==> src/rtl/cc_soft_rst_seq.sv <==
// Soft-reset sequencer: drains core AXI traffic, holds the core in reset,
// then releases it with a freshly latched boot address.
module cc_soft_rst_seq #(
  parameter int unsigned HOLD_CYCLES   = 16,
  parameter int unsigned DRAIN_TIMEOUT = 1024,
  parameter int unsigned OUT_W         = 4,
  parameter logic [31:0] BOOT_DEFAULT  = 32'h8000_0000
) (
  input  logic        clk_i,
  input  logic        rst_ni,
  input  logic        rst_req_i,
  input  logic [31:0] boot_addr_i,
  input  logic        aw_hs_i,
  input  logic        b_hs_i,
  input  logic        ar_hs_i,
  input  logic        rlast_hs_i,
  output logic        block_o,
  output logic        core_rst_no,
  output logic [31:0] boot_addr_o,
  output logic        busy_o,
  output logic        timeout_o,
  output logic        done_o
);

  typedef enum logic [1:0] {
    S_HOLD,
    S_RELEASE,
    S_IDLE,
    S_DRAIN
  } state_e;

  localparam logic [15:0] TMO_LAST  = 16'(DRAIN_TIMEOUT - 1);
  localparam logic [7:0]  HOLD_LAST = 8'(HOLD_CYCLES - 1);

  state_e state_q, state_d;

  logic [OUT_W-1:0] wr_cnt, rd_cnt;
  logic [OUT_W-1:0] wr_nxt, rd_nxt;
  logic [15:0]      timer_q;
  logic [7:0]       hold_q;
  logic [31:0]      req_addr;
  logic             hold_entry;
  logic             to_set;
  logic             req_ok;

  function automatic logic [OUT_W-1:0] upd(
    input logic [OUT_W-1:0] c,
    input logic             inc,
    input logic             dec
  );
    logic [OUT_W-1:0] r;
    r = c;
    unique case (1'b1)
      (inc && !dec): r = (&c) ? c : c + 1'b1;
      (dec && !inc): r = (c == '0) ? c : c - 1'b1;
      default:       r = c;
    endcase
    return r;
  endfunction

  assign wr_nxt = upd(wr_cnt, aw_hs_i, b_hs_i);
  assign rd_nxt = upd(rd_cnt, ar_hs_i, rlast_hs_i);
  assign req_ok = (state_q == S_IDLE) && rst_req_i;

  always_comb begin
    state_d    = state_q;
    hold_entry = 1'b0;
    to_set     = 1'b0;
    unique case (state_q)
      S_IDLE: begin
        if (rst_req_i) state_d = S_DRAIN;
      end
      S_DRAIN: begin
        // a drain that completes on the timeout cycle is not a timeout
        if (wr_nxt == '0 && rd_nxt == '0) begin
          state_d    = S_HOLD;
          hold_entry = 1'b1;
        end else if (timer_q == TMO_LAST) begin
          state_d    = S_HOLD;
          hold_entry = 1'b1;
          to_set     = 1'b1;
        end
      end
      S_HOLD: begin
        if (hold_q == HOLD_LAST) state_d = S_RELEASE;
      end
      S_RELEASE: state_d = S_IDLE;
      default:   state_d = S_HOLD;
    endcase
  end

  always_ff @(posedge clk_i or negedge rst_ni) begin
    if (!rst_ni) begin
      state_q     <= S_HOLD;
      wr_cnt      <= '0;
      rd_cnt      <= '0;
      timer_q     <= '0;
      hold_q      <= '0;
      req_addr    <= BOOT_DEFAULT;
      boot_addr_o <= BOOT_DEFAULT;
      timeout_o   <= 1'b0;
    end else begin
      state_q <= state_d;
      if (hold_entry) begin
        wr_cnt      <= '0;
        rd_cnt      <= '0;
        hold_q      <= '0;
        boot_addr_o <= req_addr;
      end else if (state_q == S_HOLD) begin
        hold_q <= hold_q + 1'b1;
      end else begin
        wr_cnt <= wr_nxt;
        rd_cnt <= rd_nxt;
      end
      if (req_ok) begin
        req_addr  <= boot_addr_i;
        timeout_o <= 1'b0;
        timer_q   <= '0;
      end
      if (state_q == S_DRAIN) timer_q <= timer_q + 1'b1;
      if (to_set) timeout_o <= 1'b1;
    end
  end

  assign block_o     = (state_q == S_DRAIN) || (state_q == S_HOLD);
  assign core_rst_no = (state_q != S_HOLD);
  assign busy_o      = (state_q != S_IDLE);
  assign done_o      = (state_q == S_RELEASE);

endmodule

==> config.mk <==
export PLATFORM = sky130hd
export DESIGN_NAME = cc_soft_rst_seq
export DESIGN_NICKNAME = d
export VERILOG_FILES = /design/src/rtl/cc_soft_rst_seq.sv
export SDC_FILE = /design/constraint.sdc
export NUM_CORES = 1
export LEC_CHECK = 0
export BUFFER_PORTS_ARGS = -buffer_cell sky130_fd_sc_hd__buf_2
export CORE_UTILIZATION = 40
export DETAILED_ROUTE_END_ITERATION = 10
export PLACE_DENSITY_LB_ADDON = 0.3
export SLEW_MARGIN = 20
export SYNTH_ARGS = -nofsm -noshare
export SYNTH_HDL_FRONTEND = slang
export SYNTH_SLANG_ARGS = --single-unit
==> constraint.sdc <==
create_clock -name clk_i -period 2.8 [get_ports clk_i]
set_input_delay 0.28 -clock clk_i [delete_from_list [all_inputs] [get_ports clk_i]]
set_output_delay 0.28 -clock clk_i [all_outputs]
set_load 0.005 [all_outputs]
Yosys cells after proc, flatten, opt, wreduce, memory -nomap -nowiden:

Index checks and enable logic that the tools add are counted.

* register bits after elaboration: 99
* input port bits: 39
* output and inout bits: 37
* logic and storage cells: 73

* mux-type cells: 26
* add/sub/neg operators: 6
* equal/unequal tests: 10
* reductions and logical operators: 23

Operator list (number)
* $mux W16: 2
* $mux W4: 8
* $add A16 B1 Y16 const B: 1
* $eq A16 B10 Y1 const B: 1
* $logic_not A4 Y1: 4
* $mux W8: 2
* $pmux W4 S2: 2
* $add A4 B1 Y4 const B: 2
* $add A8 B1 Y8 const B: 1
* $eq A8 B4 Y1 const B: 1
* $mux W2: 4
* $ne A2 B2 Y1 const B: 4
* $pmux W2 S4: 1
* $reduce_and A4 Y1: 2
* $reduce_bool A2 Y1: 4
* $sub A4 B1 Y4 const B: 2
* $mux W1: 7
* $logic_and A1 B1 Y1: 6
* $eq A2 B2 Y1 const B: 2
* $logic_not A1 Y1: 4
* $ne A3 B3 Y1 const B: 1
* $reduce_and A3 Y1: 1
* $eq A2 B1 Y1 const B: 1
* $logic_not A2 Y1: 1
* $logic_or A1 B1 Y1: 1

Depth between registers and ports, before layout:

Gate-level depths: netlist (run 1).

* depth after elaboration: 8
* gate-level depth with buffers: 12
* mapped depth without buffers: 8

Worst setup path after synthesis (run 1):

No wires, ideal clock.

* path type: register -> register
* start: register rd_cnt[0]
* end: register boot_addr_o[0]
* library setup time: 0.130 ns
* data arrival time: 2.379 ns
* slack: 0.290 ns
* period minus slack after synthesis: 2.510 ns
* buffers on the path: 3
* cell stages (with the launch flop): 12
* required time: 2.670 ns
* cells stage by stage: dfrtp_1 > inv_1 > ha_1 > nor3b_1 > a221o_1 > o2bb2ai_2 > or3_4 > buf_6 > buf_6 > buf_2 > o211ai_1 > nand3_1

* cells in the longest elaborated chain, start to end: 7
* elaborated cells on any way between the ends: 11
* those cells by class: add/sub: 2; mux: 5; reduce/logical: 4

RTL lines
* start, declared: RTL line 37 `logic [OUT_W-1:0] wr_cnt, rd_cnt;`
* start signal, assigned: RTL line 113 `rd_cnt <= rd_nxt;`
* $sub A4 B1 Y4, or another cell as far along: RTL line 55 `(dec && !inc): r = (c == '0) ? c : c - 1'b1;`
* $mux W4 (on tied branches): RTL line 55, 54
* $pmux W4 S2 *: RTL line 53 `unique case (1'b1)`
* $logic_not A4 Y1 *: RTL line 75 `if (wr_nxt == '0 && rd_nxt == '0) begin`
* $logic_and A1 B1 Y1 *: RTL line 75
* $mux W1 *: RTL line 75
* $mux W1 *: RTL line 69 `unique case (state_q)`
* end signal, assigned: RTL line 108 `boot_addr_o <= req_addr;`
* end, declared: RTL line 19 `output logic [31:0] boot_addr_o,`

Every way passes the cells marked *; elsewhere a longest branch is shown, timed or not.
A chain may end at the register's enable or synchronous reset.

Worst setup path in the final report (run 1):

* start: register rd_cnt[1]
* end: register boot_addr_o[18]

The elaborated chain is that of the path after synthesis.

==> results of run 1 <==
cell usage after synthesis, types with 3 or more instances:
master	n	area, sq um
ha_1	16	200
nor2_1	17	63.8
mux2i_1	7	70.1
nand3b_1	4	30.0
dfrtp_1	97	2430
nand2_1	57	214
o31ai_1	3	22.5
mux2_2	32	360
o211ai_1	32	240
buf_1	3	11.3
xor2_1	4	35.0
or3_1	32	200
a21o_1	4	30.0
a211oi_1	3	22.5
xnor2_1	4	35.0
a2bb2oi_1	33	289
buf_2	5	25.0
clkbuf_1	32	120
nand3_1	48	240
nor3_1	7	35.0
and3_1	3	18.8
nor3b_1	6	45.0
o21ai_0	21	105
a21oi_1	27	135
inv_1	18	67.6
a22oi_1	3	22.5
per-stage QoR:
| step | area, sq um | instances | utilization [%] | power [mW] | setup slack, ns |
|---|---|---|---|---|---|
| 2_1_floorplan | 5490 | 564 | - | 5.04 | 0.290 |
| 3_3_place_gp | 6050 | 785 | 45.5 | 5.93 | 0.154 |
| 3_5_place_dp | 6050 | 785 | 45.5 | 6.12 | 0.100 |
| 4_1_cts | 6390 | 802 | 48.1 | 7.53 | 0.0865 |
| 5_1_grt | 6440 | 804 | 48.5 | 8.24 | 0.00468 |
| 6_report | 6440 | 804 | 48.5 | 7.65 | 0.118 |
per-layer routing:
metal  share of wire [%]  global-route usage, %  vias up
met1                  46                   24.1     2279
met5                   0                      0        -
met4                0.95                   5.70        0
met3                 5.1                   4.41       11
met2                  48                   30.3      111
li1                    -                      -     2200
path summary, 6_finish.rpt:
check,end,slack [ns],cells after the start
setup / recovery,boot_addr_o[18],0.12,9
hold / removal,req_addr[10],0.16,2
setup reg to reg,boot_addr_o[18],0.12,9
hold reg to reg,timer_q[9],0.50,1
max in group asynchronous,rd_cnt[0],1.56,3
min in group asynchronous,req_addr[2],0.52,2
area by class of cell:
class	count	share of cell area, %
clock inverter	5	1.30
tap	176	3.42
clock buffer	11	3.92
timing repair buffer	92	8.93
inverter	19	1.11
sequential	99	38.5
multi-input combinational	402	42.8
flip-flops by register name, indices dropped and copies added (netlist names):
| register | flops |
|---|---|
| boot_addr_o | 32 |
| hold_q | 8 |
| rd_cnt | 4 |
| req_addr | 32 |
| state_q | 2 |
| timeout_o | 1 |
| timer_q | 16 |
| wr_cnt | 4 |
worst register-to-register path: stages, from the launching register on:
cell and delay (ns):
dfrtp_1 0.43, inv_1 0.08, ha_1 0.27, nor3b_1 0.19, a221o_1 0.39, o2bb2ai_2 0.14
or3_4 0.43, buf_4 0.22, or3_1 0.37, nand3_1 0.09
repair_timing:
item / in CTS / in global routing
hold buffers: 1 / 0
buffers inserted: 0 / 1
endpoints found under the hold margin: 2 / 0
endpoints found under the setup margin: 0 / 32
gates resized for setup: 0 / 6
cells by family after synthesis:
kind of cell	after synthesis	share of synthesized area, %
AND/OR/NAND/NOR	193	18.3
AO/OA/AOI/OAI	146	19.0
flip-flops	99	45.1
buffers and inverters	63	4.83
multiplexers	39	7.83
adder cells (fa/ha/maj)	16	3.64
XOR/XNOR	8	1.28
power by group:
part / internal (mW) / leakage, nW / total [mW] / switching, mW
sequential: 2.05 / 1.14 / 2.53 / 0.473
clock: 0.835 / 0.158 / 1.38 / 0.546
combinational: 1.71 / 1.29 / 3.75 / 2.03
==> impl_metrics.ini, run 1 <==
[clock_tree]
cts_sinks = 99
cts_buffers = 9
cts_max_level = 3
clk_pin_slew_ns = 0.07
clkLatencyLatePin_ns = 0.34
cts.path.max_buffers = 2
cts_root_buffer = clkbuf_16
cts_tree = yes

[critical_path]
r2r-start = rd_cnt[1]
crit_arrival_ns = 2.96
path_class = flip-flop to flip-flop
max_stage_delay_ns = 0.43
worstPathCellList = inv_1 > ha_1 > nor3b_1 > a221o_1 > o2bb2ai_2 > or3_4 > buf_4 > or3_1 > nand3_1
cpLargestDelayFamily = simple AND/OR/NAND/NOR gates
worstPathMaxFanout = 18
slowest_stage = dfrtp_1
critPathLaunch = rd_cnt[1]
worstPathRequired_ns = 3.07
startpoint_type = flip-flop
cp_num_buf_inv = 2
endpoint_kind = flip-flop

[yosys]
syn_area_sq_um = 5490
yosysUniqueCellTypes = 59
synth_seq_area_share_pct = 45.1
ys_ff_latch = 99
synthArstFlopShare_pct = 100
synth_edf_count = 0
yosys_warnings = 0
synth_nets = 619
synth_cells = 564
synth.avg_cell_area_sq_um = 9.74
ys.flop_type = dfrtp_1

[outcome]
status = finished, final reports clean

[floorplan]
die_area_sq_um = 14200
ios = 76
start_util_pct = 41.3
die_width_um = 119
die_h_um = 119
num_rows = 42
core_sq_um = 13300

[cells_and_area]
antenna_cells = 0
seq_area_sq_um = 2480
final_cell_mix = dfrtp_1, buf_2, nand2_1
fillers = 1210
multi_input_comb_area_sq_um = 2760
nets = 678
final_common_cell = dfrtp_1
syn2layout_area_growth_pct = 17.3
post_route_cells_drive_above_1_share_pct = 23.9

[sta]
setup_violations = 0
finalMaxSlewViolations = 0
worst_pin_slew_ns = 0.822
fin_setup_tns_ns = 0
whs_ns = 0.160
fin_worst_skew_ns = 0.00717
maxSlewHeadroom_pct = 45.2
post-route-min-period_ns = 2.68
rsz0062_at_grt = no
max_freq_ghz = 0.373
post-route-period-util_pct = 95.8
hold_viol_final = 0

[job]
drv_cap = 0

[pwr]
ir_drop_mv = 0.609
p_leak_nw = 2.59
power_density_nw_per_um2 = 1190

[grt]
grt_pass1_vias = 4539
grt_usage_pct = 18.5
antenna_found_initial = 0
grt_max_degree = 65
grt_pass1_wl_mm = 21.4
grt_overflow = 0

[placement]
place_congestion = 0.805
dp_hpwl_mm = 8.28
io_buffers = 75

[route]
wirelength_mm = 12.9
drtIter0Drc = 336
via_count = 4601
via_per_inst = 5.72
routedWlPerCell_um = 16.0
drc = 0
detail-route-antenna-nets = 0
first_pass_iters = 5

[worst_hold_path]
hold_start = boot_addr_i[10]
worstHoldPathType = primary input to flip-flop
Power figures use the tool's default switching activity.
==> inputs of run 2 (changes only) <==
--- a/config.mk
+++ b/config.mk
@@ -5,6 +5,7 @@
 export SDC_FILE = /design/constraint.sdc
 export NUM_CORES = 1
 export LEC_CHECK = 0
+export ABC_AREA = 1
 export BUFFER_PORTS_ARGS = -buffer_cell sky130_fd_sc_hd__buf_2
 export CORE_UTILIZATION = 40
 export DETAILED_ROUTE_END_ITERATION = 10
==> impl_metrics.ini, run 2 <==
[grt]
grt_pass1_vias = 3912
grt_overflow = 0
grt_max_degree = 52
antenna_found_initial = 1
grt_usage_pct = 17.5
grt_pass1_wl_mm = 17.9

[critical_path]
worstPathCellList = inv_1 > ha_1 > nand2_1 > nand2_1 > nand3_1 > nand3_1 > nand2_1 > nand2_1 > nor3_2 > nand2_2 > nand2_1 > nand2_1 > buf_4 > nand2_1 > nand2_1
critPathLaunch = rd_cnt[0]
worstPathMaxFanout = 17
reg2reg_slack_ns = 0.38
crit_arrival_ns = 2.66
path_class = flip-flop to flip-flop
max_stage_delay_ns = 0.44
crit_top_cell = nand2_1
worstPathRequired_ns = 3.04
endpoint_kind = flip-flop
startpoint_type = flip-flop
slowest_stage = dfrtp_1
r2r_cells = 15
r2r-start = rd_cnt[0]

[clock_tree]
cts_root_buffer = clkbuf_16
cts_tree = yes
cts_max_level = 3
clk_pin_slew_ns = 0.07
post_cts_resized = 0
cts_sinks = 99
cts_buffers = 9
cts.path.max_buffers = 2
cts_setup_buffers = 0
clkLatencyLatePin_ns = 0.34

[worst_hold_path]
hold_start = boot_addr_i[27]
worstHoldPathType = primary input to flip-flop
hold_depth = 3

[floorplan]
core_sq_um = 11600
ios = 76
num_rows = 39
start_util_pct = 41.7
die_area_sq_um = 12600
die_width_um = 112
die_h_um = 112

[cells_and_area]
syn2layout_area_growth_pct = 17.6
final_common_cell = nand2_1
reg_top3 = boot_addr_o x32, req_addr x32, timer_q x16
antenna_cells = 0
fin_area_sq_um = 5700
final_cell_mix = nand2_1, dfrtp_1, buf_2
nets = 746
post_route_cells_drive_above_1_share_pct = 18.4
fin_util_pct = 49.1

[outcome]
violations = design-rule violations
status = complete, but fails checks

[route]
wirelength_mm = 10.1
first_pass_iters = 7
via_count = 4006
drtIter0Drc = 325
via_per_inst = 4.77
routedWlPerCell_um = 12.1
drc = 1
detail-route-antenna-nets = 0

[yosys]
yosys_warnings = 0
ys.flop_type = dfrtp_1
synth_fa_ha_area_share_pct = 4.13
muxShareOfSynthArea_pct = 0
synthXorXnorAreaFrac_pct = 0.723
synth_top_cell_area_share_pct = 50.1
yosysUniqueCellTypes = 33
yosys.area.top_type = dfrtp_1
synth_nets = 670
synth_compound_area_share_pct = 4.31
synth_seq_area_share_pct = 51.1
synth.cells.most_frequent = nand2_1, dfrtp_1, inv_1
synthTopCellsByArea = dfrtp_1, nand2_1, nand3_1, ha_1, inv_1
syn_area_sq_um = 4850
synth_edf_count = 0
synth-simple-area-share_pct = 32.9
synth_top_family_by_area = simple AND/OR/NAND/NOR gates
ys_ff_latch = 99
synth.avg_cell_area_sq_um = 7.88
synthArstFlopShare_pct = 100
yosysMostFrequentCell = nand2_1
synth_cells = 615

[pwr]
seqPwrFrac_pct = 43.2
p_sw_share_pct = 35.9
p_switching_mw = 2.00
power_density_nw_per_um2 = 974
power_mw = 5.55
ir_drop_mv = 0.460
internal_power_mw = 3.56
p_leak_nw = 3.19
combPwrFrac_pct = 32.5
clkPwrFrac_pct = 24.3

[sta]
post-route-min-period_ns = 2.42
rsz0062_at_grt = no
max_freq_ghz = 0.413
setup_violations = 0
post-route-period-util_pct = 86.5
finalMaxSlewViolations = 0
worst_pin_slew_ns = 0.657
fin_worst_skew_ns = 0.00716
hold_viol_final = 0
fin_setup_tns_ns = 0
maxSlewHeadroom_pct = 56.2

[placement]
place_congestion = 0.819
io_buffers = 75
dp_hpwl_mm = 7.04
place_area_sq_um = 5360

[job]
drv_cap = 0
[run 2: cell count changes after synthesis, sizes merged, moves of 6 or more]
cell     before  now
a2bb2oi      33    0
a21oi        27    9
nor3b         6    0
mux2         32    0
nand2        57  293
inv          19   54
or3          33    0
nand3        48   41
mux2i         7    0
o211ai       32    0
clkbuf       32    8
nor2         17   37
[run 2: power by group through the flow]
stage / logic (mW) / clock network (mW) / registers, mW
final: 1.81 / 1.35 / 2.40
after global routing: 2.10 / 1.43 / 2.48
after CTS: 1.83 / 1.38 / 2.40
after detailed placement: 1.82 / 0 / 2.41
after global placement: 1.74 / 0 / 2.40
after floorplan: 1.25 / 0 / 2.33
[run 2: logic make-up (layout without fill, tap and decap cells)]
group | Yosys count | after routing
AO/OA/AOI/OAI | 37 | 37
XOR/XNOR | 4 | 4
adder cells (fa/ha/maj) | 16 | 16
buffers and inverters | 73 | 154
flip-flops | 99 | 99
AND/OR/NAND/NOR | 386 | 386
[run 2: per-stage QoR]
| stage | worst slack [ns] | hold WS [ns] | std cells |
|---|---|---|---|
| 2_1_floorplan | 0.904 | -0.0156 | 615 |
| 3_3_place_gp | 0.517 | 0.355 | 822 |
| 3_5_place_dp | 0.416 | 0.357 | 822 |
| 4_1_cts | 0.400 | 0.121 | 839 |
| 5_1_grt | 0.142 | 0.139 | 839 |
| 6_report | 0.377 | 0.131 | 839 |
[run 2: path summary, 6_finish.rpt]
check	to
setup reg to reg	boot_addr_o[18]
setup / recovery	boot_addr_o[18]
max in group asynchronous	timer_q[2]
hold / removal	req_addr[27]
min in group asynchronous	boot_addr_o[20]
hold reg to reg	boot_addr_o[31]
[run 2: area by class of cell]
type | count | area, sq um
Sequential cell | 99 | 2480
Timing Repair Buffer | 83 | 465
Clock buffer | 12 | 256
Multi-Input combinational cell | 443 | 2040
Tap cell | 143 | 179
Fill cell | 1134 | 5910
Inverter | 55 | 206
Clock inverter | 4 | 73.8
[run 2: layer usage]
| layer | track usage, % | part of all wire [%] |
|---|---|---|
| met5 | 0 | 0.099 |
| met4 | 6.93 | 1.5 |
| met3 | 3.35 | 5.0 |
| met2 | 27.5 | 44 |
| met1 | 24.0 | 49 |
[run 2: worst max-delay path: cells and delay by family (launching register included)]
kind          cells  cell delay (ns)
fa+ha+maj         1             0.26
flops             1             0.44
buf+inv           2             0.42
simple gates     12             1.20
[run 2: timing repair]
| item | CTS | global route |
|---|---|---|
| endpoints found under the hold margin | 42 | 0 |
| hold buffers | 1 | 0 |
| setup endpoints to repair | 0 | 0 |
